File: config.mk
export PLATFORM = sky130hd
export DESIGN_NAME = sr_piso_4bit_ctrl_flat
export DESIGN_NICKNAME = d
export VERILOG_FILES = /design/src/rtl/sr_piso_4bit_ctrl_if.sv /design/src/rtl/sr_piso_4bit_ctrl.sv /design/src/flat_wrapper.sv
export SDC_FILE = /design/constraint.sdc
export NUM_CORES = 1
export LEC_CHECK = 0
export BUFFER_PORTS_ARGS = -buffer_cell sky130_fd_sc_hd__buf_2
export CAP_MARGIN = 10
export CORE_AREA = 2 2 39 41
export DETAILED_ROUTE_END_ITERATION = 16
export DIE_AREA = 0 0 41 43
export GPL_TIMING_DRIVEN = 0
export SLEW_MARGIN = 20
export SYNTH_ARGS = -nofsm -noshare
export SYNTH_HDL_FRONTEND = slang
export SYNTH_SLANG_ARGS = --single-unit
File: constraint.sdc
create_clock -name clk -period 3.06 [get_ports clk]
set_input_delay 0.306 -clock clk [delete_from_list [all_inputs] [get_ports clk]]
set_output_delay 0.306 -clock clk [all_outputs]
set_load 0.03 [all_outputs]
File: src/rtl/sr_piso_4bit_ctrl_if.sv
// Parallel-word input and serial-bit output bundle of the PISO controller.
// Handshake: a word moves on a rising edge where din_valid && din_ready; din_valid may rise without waiting for din_ready, and the producer holds din stable until that edge.
interface sr_piso_4bit_ctrl_if #(
  parameter int WIDTH = 4
);
  logic [WIDTH-1:0] din;
  logic             din_valid;
  logic             din_ready;
  logic             sout;
  logic             sout_valid;
  logic             busy;

  modport master (
    output din, din_valid,
    input  din_ready, sout, sout_valid, busy
  );

  modport slave (
    input  din, din_valid,
    output din_ready, sout, sout_valid, busy
  );
endinterface

File: src/rtl/sr_piso_4bit_ctrl.sv
// Serializes one WIDTH-bit word per transfer onto a registered serial line.
// Optional even-parity trailer bit is enabled by defining SR_PISO_PARITY_EN.
module sr_piso_4bit_ctrl #(
  parameter int WIDTH     = 4,
  parameter bit MSB_FIRST = 1'b0
) (
  input  logic                    clk,
  input  logic                    rst,
  sr_piso_4bit_ctrl_if.slave      bus,
  output logic [1:0]              state_dbg
);
  localparam int CW = $clog2(WIDTH + 1);
  localparam logic [CW-1:0] CNT_ONE = CW'(1);
  localparam logic [CW-1:0] CNT_MAX = CW'(WIDTH);

  typedef enum logic [1:0] {
    IDLE  = 2'd0,
    SHIFT = 2'd1
`ifdef SR_PISO_PARITY_EN
    , PARITY = 2'd2
`endif
  } state_t;

  state_t           state;
  logic [WIDTH-1:0] shreg;
  logic [CW-1:0]    cnt;
  logic             sout_r;
  logic             sout_valid_r;
  logic             busy_r;

  logic [WIDTH-1:0] sh_lsb;
  logic [WIDTH-1:0] sh_msb;
  logic             first_bit;
  logic             next_bit;

  // cnt is the index (in emission order) of the bit to drive at the next edge.
  always_comb begin
    sh_lsb    = shreg >> cnt;
    sh_msb    = shreg << cnt;
    first_bit = MSB_FIRST ? bus.din[WIDTH-1] : bus.din[0];
    next_bit  = MSB_FIRST ? sh_msb[WIDTH-1] : sh_lsb[0];
  end

  always_ff @(posedge clk) begin
    if (!rst) begin
      state        <= IDLE;
      shreg        <= '0;
      cnt          <= '0;
      sout_r       <= 1'b0;
      sout_valid_r <= 1'b0;
      busy_r       <= 1'b0;
    end else begin
      case (state)
        IDLE: begin
          if (bus.din_valid) begin
            shreg        <= bus.din;
            sout_r       <= first_bit;
            sout_valid_r <= 1'b1;
            cnt          <= CNT_ONE;
            busy_r       <= 1'b1;
            state        <= SHIFT;
          end
        end
        SHIFT: begin
          if (cnt < CNT_MAX) begin
            sout_r <= next_bit;
            cnt    <= cnt + CNT_ONE;
          end else begin
            cnt <= '0;
`ifdef SR_PISO_PARITY_EN
            sout_r       <= ^shreg;
            sout_valid_r <= 1'b1;
            state        <= PARITY;
`else
            sout_r       <= 1'b0;
            sout_valid_r <= 1'b0;
            busy_r       <= 1'b0;
            state        <= IDLE;
`endif
          end
        end
`ifdef SR_PISO_PARITY_EN
        PARITY: begin
          sout_r       <= 1'b0;
          sout_valid_r <= 1'b0;
          busy_r       <= 1'b0;
          state        <= IDLE;
        end
`endif
        default: begin
          cnt          <= '0;
          sout_r       <= 1'b0;
          sout_valid_r <= 1'b0;
          busy_r       <= 1'b0;
          state        <= IDLE;
        end
      endcase
    end
  end

  assign bus.din_ready  = (state == IDLE);
  assign bus.sout       = sout_r;
  assign bus.sout_valid = sout_valid_r;
  assign bus.busy       = busy_r;
  assign state_dbg      = state;
endmodule

File: src/flat_wrapper.sv
// flat-port wrapper written by rule: the top's interface ports become plain ports
module sr_piso_4bit_ctrl_flat 
#(
  parameter int WIDTH     = 4,
  parameter bit MSB_FIRST = 1'b0
)
  (clk, rst, state_dbg, bus_din, bus_din_valid, bus_din_ready, bus_sout, bus_sout_valid, bus_busy);
  sr_piso_4bit_ctrl_if #(.WIDTH(WIDTH)) bus_i ();
  input  logic clk;
  input  logic rst;
  output logic [1:0] state_dbg;
  input wire logic [$bits(bus_i.din)-1:0] bus_din;
  input wire logic [$bits(bus_i.din_valid)-1:0] bus_din_valid;
  output wire logic [$bits(bus_i.din_ready)-1:0] bus_din_ready;
  output wire logic [$bits(bus_i.sout)-1:0] bus_sout;
  output wire logic [$bits(bus_i.sout_valid)-1:0] bus_sout_valid;
  output wire logic [$bits(bus_i.busy)-1:0] bus_busy;
  assign bus_i.din = bus_din;
  assign bus_i.din_valid = bus_din_valid;
  assign bus_din_ready = bus_i.din_ready;
  assign bus_sout = bus_i.sout;
  assign bus_sout_valid = bus_i.sout_valid;
  assign bus_busy = bus_i.busy;
  sr_piso_4bit_ctrl #(.WIDTH(WIDTH), .MSB_FIRST(MSB_FIRST)) u_core (.clk(clk), .rst(rst), .bus(bus_i), .state_dbg(state_dbg));
endmodule
==> results.md, run 1 <==
- Status: finished clean
- Clock share of power: 32.4%
- Fin nets: 64
- Cell variety after synth: 19
- Core area: 1384 um^2
- Cell Chain, Critical Path: buf_4, buf_2
- Hold Path Class: in2reg
- Arr. time, crit path: 1.08 ns
- Sw Share: 26.89%
- P&R area growth vs syn: 23.75%
- Mean Syn Cell Area: 10.67 um^2
- Clk sinks: 9
- CTS buffer count: 3
- Synth warnings: 0
- Via density: 4.380
- Port-buffer cells: 11
- Clock transition at the registers of the reported paths: 0.06 ns
- DR iter-0 viols: 2
- Final wirelength: 710 um
- # resized after CTS: 0
- Fmax: 723.9 MHz
- Root Buffer: clkbuf_4
- CP Buf/Inv Count: 2
- Simple-gate share of the synthesized area: 17.60%
- Number of synthesized flops with an enable pin: 0
- Worst Path Required: 2.75 ns
- Synth top cells by count: 9 x dfxtp_1, 8 x nor2b_1, 4 x buf_4, 4 x mux2i_1
- Mux contribution to synthesized area: 17.30%
- Prevailing post-synth register cell: dfxtp_1
- Largest stage delay, worst path: 0.48 ns
- Top-count cell post-synth: dfxtp_1
- Initial Util: 30.83%
- Fin util: 38.16%
- WHS Path Cells: 3
- Largest family of logic cells by synthesized area: simple AND/OR/NAND/NOR gates
- Critical-path top delay cell: dfxtp_1
- Compound-Gate Fraction of Synth Area: 11.14%
- Largest delay share family, worst path: flip-flops
- Routability cong.: 0.6220
- Hold Buf Count CTS: 0
- # Max-Cap Violations: 0
- Synth top area cells: dfxtp_1 42%, nor2b_1 12%, mux2i_1 9.4%
- Grt ovf: 0
- DR vias: 311
- Stages on worst setup path: 2
- Crit Path Class: reg2out
- Sequential area share after synthesis: 42.23%
- Post-Synth Adder-Cell Area: 2.933%
- PwrDens: 520.2 nW/um^2
- Sequential power share: 47.9%
- RSZ-0062 raised after global routing: no
- Post-synthesis xor/xnor area fraction: 0%
- CTS tree: built
- DR WL/cell: 10.00 um
- Share of cells above drive strength 1: 38.18%
- Area leader, netlist: dfxtp_1
- Largest net degree at the start of global routing: 10
- Final hold vios: 0
- Total power: 274.7 uW
- CTS max path bufs: 2
- # diodes: 0
- Latest clock arrival within the worst-skew pair: 0.26 ns
- DP Wirelength: 522.6 um
- Logic pwr share: 19.7%
- H-tree depth: 1
- # fillers: 148
- Post-CTS Setup Bufs: 0
- Worst reg-to-reg path cell count: 3
- Total global-route track usage: 9.899%
- Top-area cell type share of the netlist area: 42.23%
- Post-route ant nets: 0
- CP Launch Type: flop
- Final setup violation count: 0
- Mapped cell area: 426.7 um^2
- Worst slack at placement: 1.894 ns
- Leakage: 0.0002357 uW
- Internal power: 200.8 uW
- Die Y: 43 um
- Number of global-route vias before repair: 288
- Final worst setup slack: 1.679 ns
- Die ar.: 1763 um^2
- First drt pass iteration count: 4
- Row cnt: 14
- First-pass GRT wire length: 1138 um
- Clock skew: 0.005366 ns
- Final slew viol count: 0
- Post-route DRC: 0
- Initial antenna violation count: 0
- Ys async rst share: 0%
- IO Count: 13
- Worst IR drop on VDD: 138.6 uV
- P_sw: 73.85 uW
- Min Tclk post-route: 1.381 ns
- Die X: 41 um
- Fin Setup TNS: 0 ns
- CP endpoint kind: primary output
- Syn nets: 48
- CP max FO: 9
- Period utilization: 45.14%
- FF+latch count, synth: 9
- Mapped Cells: 40
path summary, 6_finish.rpt:
| check | start | to | slack (ns) |
|---|---|---|---|
| setup reg to reg | u_core.cnt[1] | u_core.bus.sout | 1.88 |
| hold reg to reg | u_core.shreg[3] | u_core.shreg[3] | 0.52 |
| hold / removal | bus_din[1] | u_core.shreg[1] | 0.30 |
| setup / recovery | u_core.state_dbg[0] | bus_sout_valid | 1.68 |
placed cells by master, fill, tap and decap left out, drive strengths merged, types with 2 or more instances in the layout:
cell type / n
buf: 15
dfxtp: 9
nor2b: 8
mux2i: 4
clkbuf: 4
a22oi: 2
through the flow:
stage / hold slack, ns / instance area, um^2 / std cells
2_1_floorplan: 0.4236 / 426.7 / 40
3_3_place_gp: 0.4938 / 501.7 / 67
3_5_place_dp: 0.5115 / 501.7 / 67
4_1_cts: 0.2986 / 528.0 / 71
5_1_grt: 0.3098 / 528.0 / 71
6_report: 0.3038 / 528.0 / 71
registers in the layout (all words and copies together) (netlist names):
signal	flops
u_core.shreg	4
u_core.cnt	3
u_core.state_dbg	1
u_core.bus.sout	1
worst min-delay path: stages:
cell and delay, ns:
buf_2 0.08, mux2i_1 0.05, nor2b_1 0.09
routing by layer:
layer / wire (um) / GRT usage (%) / share of wire [%]
met1: 326 / 11.80 / 46
met2: 354 / 13.75 / 50
met3: 29 / 1.571 / 4.1
met4: 0 / 10.00 / 0
met5: 0 / 0 / 0
cells by family after synthesis:
group	Yosys count
other	1
and+or+nand+nor	12
adders and majority gates	1
AOI/OAI and AO/OA	6
DFF	9
buffers and inverters	5
muxes	6
power by group through the flow:
stage | Combinational, uW | Clock, uW | Sequential [uW]
2_1_floorplan | 37.4 | 0 | 137
3_3_place_gp | 54.3 | 0 | 134
3_5_place_dp | 54.6 | 0 | 134
4_1_cts | 54.7 | 93.3 | 132
5_1_grt | 59.3 | 100 | 132
6_report | 54.1 | 89.0 | 132
cell type report:
type                    count  area [um^2]  share of cell area (%)
well taps                  16        20.02                   3.791
clock buffers               4        26.28                   4.976
flip-flops and latches      9        180.2                   34.12
inverters                   1        3.754                  0.7109
repair buffers             11        55.05                   10.43
plain buffers               4        30.03                   5.687
multi-input cells          26        212.7                   40.28
Power figures use the tool's default switching activity.
==> run 2: changes to the inputs <==
==> constraint.sdc (replaced) <==
create_clock -name clk -period 1.23 [get_ports clk]
set_input_delay 0.123 -clock clk [delete_from_list [all_inputs] [get_ports clk]]
set_output_delay 0.123 -clock clk [all_outputs]
set_load 0.03 [all_outputs]
==> results.md, run 2 (synthesis results as in run 1) <==
- CP max FO: 3 (-6)
- Initial Util: 30.83% (unchanged)
- First drt pass iteration count: 2 (-2)
- Fmax: 842.3 MHz
- First-pass GRT wire length: 1104 um (-3.0%)
- Clock transition at the registers of the reported paths: 0.06 ns (about the same)
- Finished Cell Area: 529.3 um^2 (+0.24%)
- Post-route ant nets: 0 (unchanged)
- CTS buffer count: 3 (unchanged)
- Total global-route track usage: 9.476% (-0.42 points)
- P&R area growth vs syn: 24.05%
- Period utilization: 96.53%
- Placed Instance Area: 503.0 um^2 (+0.25%)
- Final slew viol count: 0 (unchanged)
- Die Y: 43 um (unchanged)
- Worst Path Required: 1.38 ns (-1.37 ns)
- Post-route DRC: 0 (unchanged)
- CP Launch Type: flop
- DR vias: 325 (+4.5%)
- Routability cong.: 0.6187 (-0.53%)
- Most frequent cells in the layout: 11 x buf_2, 8 x nor2b_1, 8 x dfxtp_1
- Final setup violation count: 0 (unchanged)
- CTS max path bufs: 2 (unchanged)
- Min Tclk post-route: 1.187 ns
- Final hold vios: 0 (unchanged)
- Grt ovf: 0 (unchanged)
- Largest net degree at the start of global routing: 10 (unchanged)
- Status: finished clean
- DP Wirelength: 545 um (+4.3%)
- Worst IR drop on VDD: 322.5 uV (+130%)
- Fin Setup TNS: 0 ns (unchanged)
- RSZ-0062 raised after global routing: no
- Hold Buf Count CTS: 0 (unchanged)
- Final wirelength: 709 um (-0.14%)
- # diodes: 0 (unchanged)
- Via density: 4.577 (+4.5%)
- Row cnt: 14 (unchanged)
- PwrDens: 1298 nW/um^2 (+150%)
- # Max-Cap Violations: 0 (unchanged)
- Die ar.: 1763 um^2 (unchanged)
- CTS tree: built
- Fin util: 38.25% (+0.090 points)
- Share of cells above drive strength 1: 40.00% (+1.8 points)
- Hold Path Class: in2reg
- Fin nets: 64 (unchanged)
- Core area: 1384 um^2 (unchanged)
- Top reg by flops: u_core.shreg
- DR WL/cell: 9.986 um (-0.14%)
- Post-CTS Setup Bufs: 0 (unchanged)
- Number of global-route vias before repair: 285 (-1.0%)
- Arr. time, crit path: 1.33 ns (+0.25 ns)
- Clock skew: 0.003636 ns (-0.001730 ns)
- Clk sinks: 9 (unchanged)
- Most common cell after layout, fill and taps aside: buf_2
- Max FFs per register: 4 (unchanged)
- Leakage: 0.0002359 uW (+0.10%)
- Hold slack: 0.1235 ns (-0.1803 ns)
- Die X: 41 um (unchanged)
- CP endpoint kind: flop
- IO Count: 13 (unchanged)
- Latest clock arrival within the worst-skew pair: 0.25 ns (about the same)
- Largest regs: u_core.shreg x4, u_core.cnt x3
- Initial antenna violation count: 0 (unchanged)
- Port-buffer cells: 11 (unchanged)
- # resized after CTS: 0 (unchanged)
- DR iter-0 viols: 7 (+5)
- Crit Path Class: reg2reg
- Root Buffer: clkbuf_4
- H-tree depth: 1 (unchanged)
==> run 2: cell type report <==
type / count / area (um^2)
flip-flops and latches: 9 / 181.4
clock buffers: 4 / 26.28
multi-input cells: 26 / 212.7
plain buffers: 4 / 30.03
well taps: 16 / 20.02
inverters: 1 / 3.754
repair buffers: 11 / 55.05
fillers: 152 / 854.6
==> run 2: critical path: stages, from the launching register on <==
cell and delay, ns:
dfxtp_1 0.38, mux4_2 0.52, a22oi_2 0.13, nor2b_1 0.06
==> run 2: final timing paths <==
kind | cells after the start | start | slack [ns] | endpoint
worst max register to register | 3 | u_core.cnt[1] | 0.04 | u_core.bus.sout
worst max-delay path | 3 | u_core.cnt[1] | 0.04 | u_core.bus.sout
worst min-delay path | 3 | bus_din[2] | 0.12 | u_core.shreg[2]
worst min register to register | 2 | u_core.shreg[3] | 0.52 | u_core.shreg[3]
==> run 2: per-stage QoR <==
| stage | worst slack [ns] | total power (uW) | instances |
|---|---|---|---|
| after detailed placement | 0.06061 | 470.6 | 67 |
| after global placement | 0.06799 | 469.8 | 67 |
| final | 0.04272 | 686.9 | 71 |
| after CTS | 0.04917 | 695.4 | 71 |
| after floorplan | 0.1030 | 433.4 | 40 |
| after global routing | 0.0006741 | 725.9 | 71 |
==> run 2: layer usage <==
metal / routed length (um) / GRT usage (%) / part of all wire, % / vias to the layer above
li1: - / - / - / 166
met1: 311 / 11.40 / 44 / 146
met2: 349 / 12.81 / 49 / 11
met3: 37 / 3.141 / 5.2 / 2
met4: 11 / 8.000 / 1.6 / 0
met5: 0 / 0 / 0 / -
==> run 2: power by group <==
| group | leakage [uW] | internal [uW] | switching [uW] |
|---|---|---|---|
| clock | 0.0000150 | 125 | 99.1 |
| sequential | 0.0000742 | 311 | 16.8 |
| combinational | 0.000147 | 64.6 | 70.5 |
==> run 3: changes to the inputs <==
--- a/config.mk
+++ b/config.mk
@@ -5,12 +5,13 @@
 export SDC_FILE = /design/constraint.sdc
 export NUM_CORES = 1
 export LEC_CHECK = 0
-export BUFFER_PORTS_ARGS = -buffer_cell sky130_fd_sc_hd__buf_2
 export CAP_MARGIN = 10
 export CORE_AREA = 2 2 39 41
 export DETAILED_ROUTE_END_ITERATION = 16
 export DIE_AREA = 0 0 41 43
+export DONT_BUFFER_PORTS = 1
 export GPL_TIMING_DRIVEN = 0
+export SKIP_CTS_REPAIR_TIMING = 1
 export SLEW_MARGIN = 20
 export SYNTH_ARGS = -nofsm -noshare
 export SYNTH_HDL_FRONTEND = slang
==> constraint.sdc (replaced) <==
create_clock -name clk -period 1.23 [get_ports clk]
set_input_delay 0.1845 -clock clk [delete_from_list [all_inputs] [get_ports clk]]
set_output_delay 0.1845 -clock clk [all_outputs]
set_load 0.03 [all_outputs]
==> results.md, run 3 (synthesis results as in run 1) <==
- Status: finished clean
- Reg area: 185.2 um^2 (+2.1%)
- Die ar.: 1763 um^2 (unchanged)
- Fin nets: 53 (-17%)
- First-pass GRT wire length: 1048 um (-5.1%)
- Worst hold start: rst
- CP endpoint kind: flop
- Min Tclk post-route: 1.149 ns (-0.03818 ns)
- Post-route ant nets: 0 (unchanged)
- CP max FO: 3 (unchanged)
- Crit Path Class: reg2reg
- H-tree depth: 1 (unchanged)
- CP Buf/Inv Count: 0 (unchanged)
- Top reg by flops: u_core.shreg
- Arr. time, crit path: 1.29 ns (-0.04 ns)
- Placed Cells: 56 (-16%)
- Max FFs per register: 4 (unchanged)
- Hold Path Class: in2reg
- Latest clock arrival within the worst-skew pair: 0.26 ns (about the same)
- CTS buffer count: 3 (unchanged)
- Number of global-route vias before repair: 252 (-12%)
- Post-route DRC: 0 (unchanged)
- Largest net degree at the start of global routing: 10 (unchanged)
- Fin Setup TNS: 0 ns (unchanged)
- P&R area growth vs syn: 14.08%
- Port-buffer cells: 0 (-11)
- Final slew viol count: 0 (unchanged)
- Core area: 1384 um^2 (unchanged)
- Root Buffer: clkbuf_4
- Critical R2R Launch: u_core.cnt[1]
- Multi-input gate area: 217.7 um^2 (+2.4%)
- Most common cell after layout, fill and taps aside: nor2b_1
- WHS Path Cells: 1 (-2)
- Final setup violation count: 0 (unchanged)
- WHS Endpoint: u_core.state_dbg[0]
- Period utilization: 93.42% (-3.1 points)
- DR iter-0 viols: 2 (-5)
- Largest regs: u_core.shreg x4, u_core.cnt x3
- Worst reg-to-reg path cell count: 3 (unchanged)
- Finished Layout Cells: 60 (-15%)
- Total global-route track usage: 9.586% (+0.11 points)
- Clock skew: 0.007906 ns (+0.004270 ns)
- # fillers: 140 (-7.9%)
- PwrDens: 1362 nW/um^2 (+4.9%)
- Placed Instance Area: 447.9 um^2 (-11%)
- DR vias: 279 (-14%)
- RSZ-0062 raised after global routing: no
- # diodes: 0 (unchanged)
- Stages on worst setup path: 3 (unchanged)
- Cell Chain, Critical Path: mux4_2, a22oi_2, nor2b_1
- Most frequent cells in the layout: 8 x nor2b_1, 7 x dfxtp_1, 4 x buf_4, 4 x mux2i_1, 3 x clkbuf_4
- Largest delay share family, worst path: multiplexers
- Share of cells above drive strength 1: 31.82% (-8.2 points)
- Clk sinks: 9 (unchanged)
- Row cnt: 14 (unchanged)
- Die Y: 43 um (unchanged)
- CTS tree: built
- DP Wirelength: 519.3 um (-4.7%)
- Worst IR drop on VDD: 439.9 uV (+36%)
- Fmax: 870.3 MHz (+3.3%)
- Via density: 4.650 (+1.6%)
- Worst reg2reg setup slack: 0.08 ns (+0.04 ns)
- Grt ovf: 0 (unchanged)
- IO Count: 13 (unchanged)
- First drt pass iteration count: 3 (+1)
- Clock transition at the registers of the reported paths: 0.06 ns (about the same)
- Routability cong.: 0.6548 (+5.8%)
- Die X: 41 um (unchanged)
- Total power: 662.9 uW (-3.5%)
- Leakage: 0.0001888 uW (-20%)
- CP Launch Type: flop
- # Max-Cap Violations: 0 (unchanged)
- CTS max path bufs: 2 (unchanged)
- Final wirelength: 680 um (-4.1%)
- Finished Cell Area: 486.7 um^2 (-8.0%)
- Worst Path Required: 1.37 ns (about the same)
- Initial Util: 30.83% (unchanged)
- Final hold vios: 0 (unchanged)
- Largest stage delay, worst path: 0.50 ns (-0.02 ns)
- Critical Path Source: u_core.cnt[1]
- Initial antenna violation count: 0 (unchanged)
- Crit Reg-Reg Endpoint: u_core.bus.sout
- DR WL/cell: 11.33 um (+13%)
- Critical-path top delay cell: mux4_2
-- run 3: worst max path at each step --
| stage | endpoint |
|---|---|
| detailed placement | u_core.cnt[0] |
| floorplan | u_core.bus.sout |
| global placement | u_core.cnt[0] |
| global route | u_core.bus.sout |
| CTS | u_core.cnt[0] |
| finish | u_core.bus.sout |
-- run 3: routing by layer --
| layer | part of all wire, % | track usage (%) | wire length [um] |
|---|---|---|---|
| met5 | 0 | 0 | 0 |
| met4 | 2.1 | 10.00 | 14 |
| met3 | 4.1 | 3.141 | 28 |
| met2 | 45 | 11.88 | 303 |
| met1 | 49 | 11.76 | 333 |
-- run 3: worst reg2reg max path: cells and delay by family, from the launching register on --
kind,cells,cell delay [ns]
AO/OA/AOI/OAI,1,0.13
AND/OR/NAND/NOR,1,0.06
multiplexers,1,0.50
flip-flops,1,0.35
-- run 3: through the flow --
step	hold WS [ns]	utilization [%]	setup WS, ns
floorplan	0.3020	-	0.1030
global placement	0.3043	32.37	0.05304
detailed placement	0.3069	32.37	0.04395
CTS	0.02637	34.27	0.03175
global route	0.01970	35.17	0.007968
finish	0.03729	35.17	0.08091
-- run 3: cell type report --
| cell class | count | share of cell area, % |
|---|---|---|
| Buffer | 4 | 6.170 |
| Clock buffer | 4 | 5.398 |
| Inverter | 1 | 1.542 |
| Multi-Input combinational cell | 26 | 44.73 |
| Sequential cell | 9 | 38.05 |
| Tap cell | 16 | 4.113 |
-- run 3: where the power goes --
group / switching [uW] / total, uW / internal, uW
registers: 29.4 / 340 / 311
logic: 50.2 / 102 / 52.1
clock network: 95.6 / 220 / 125
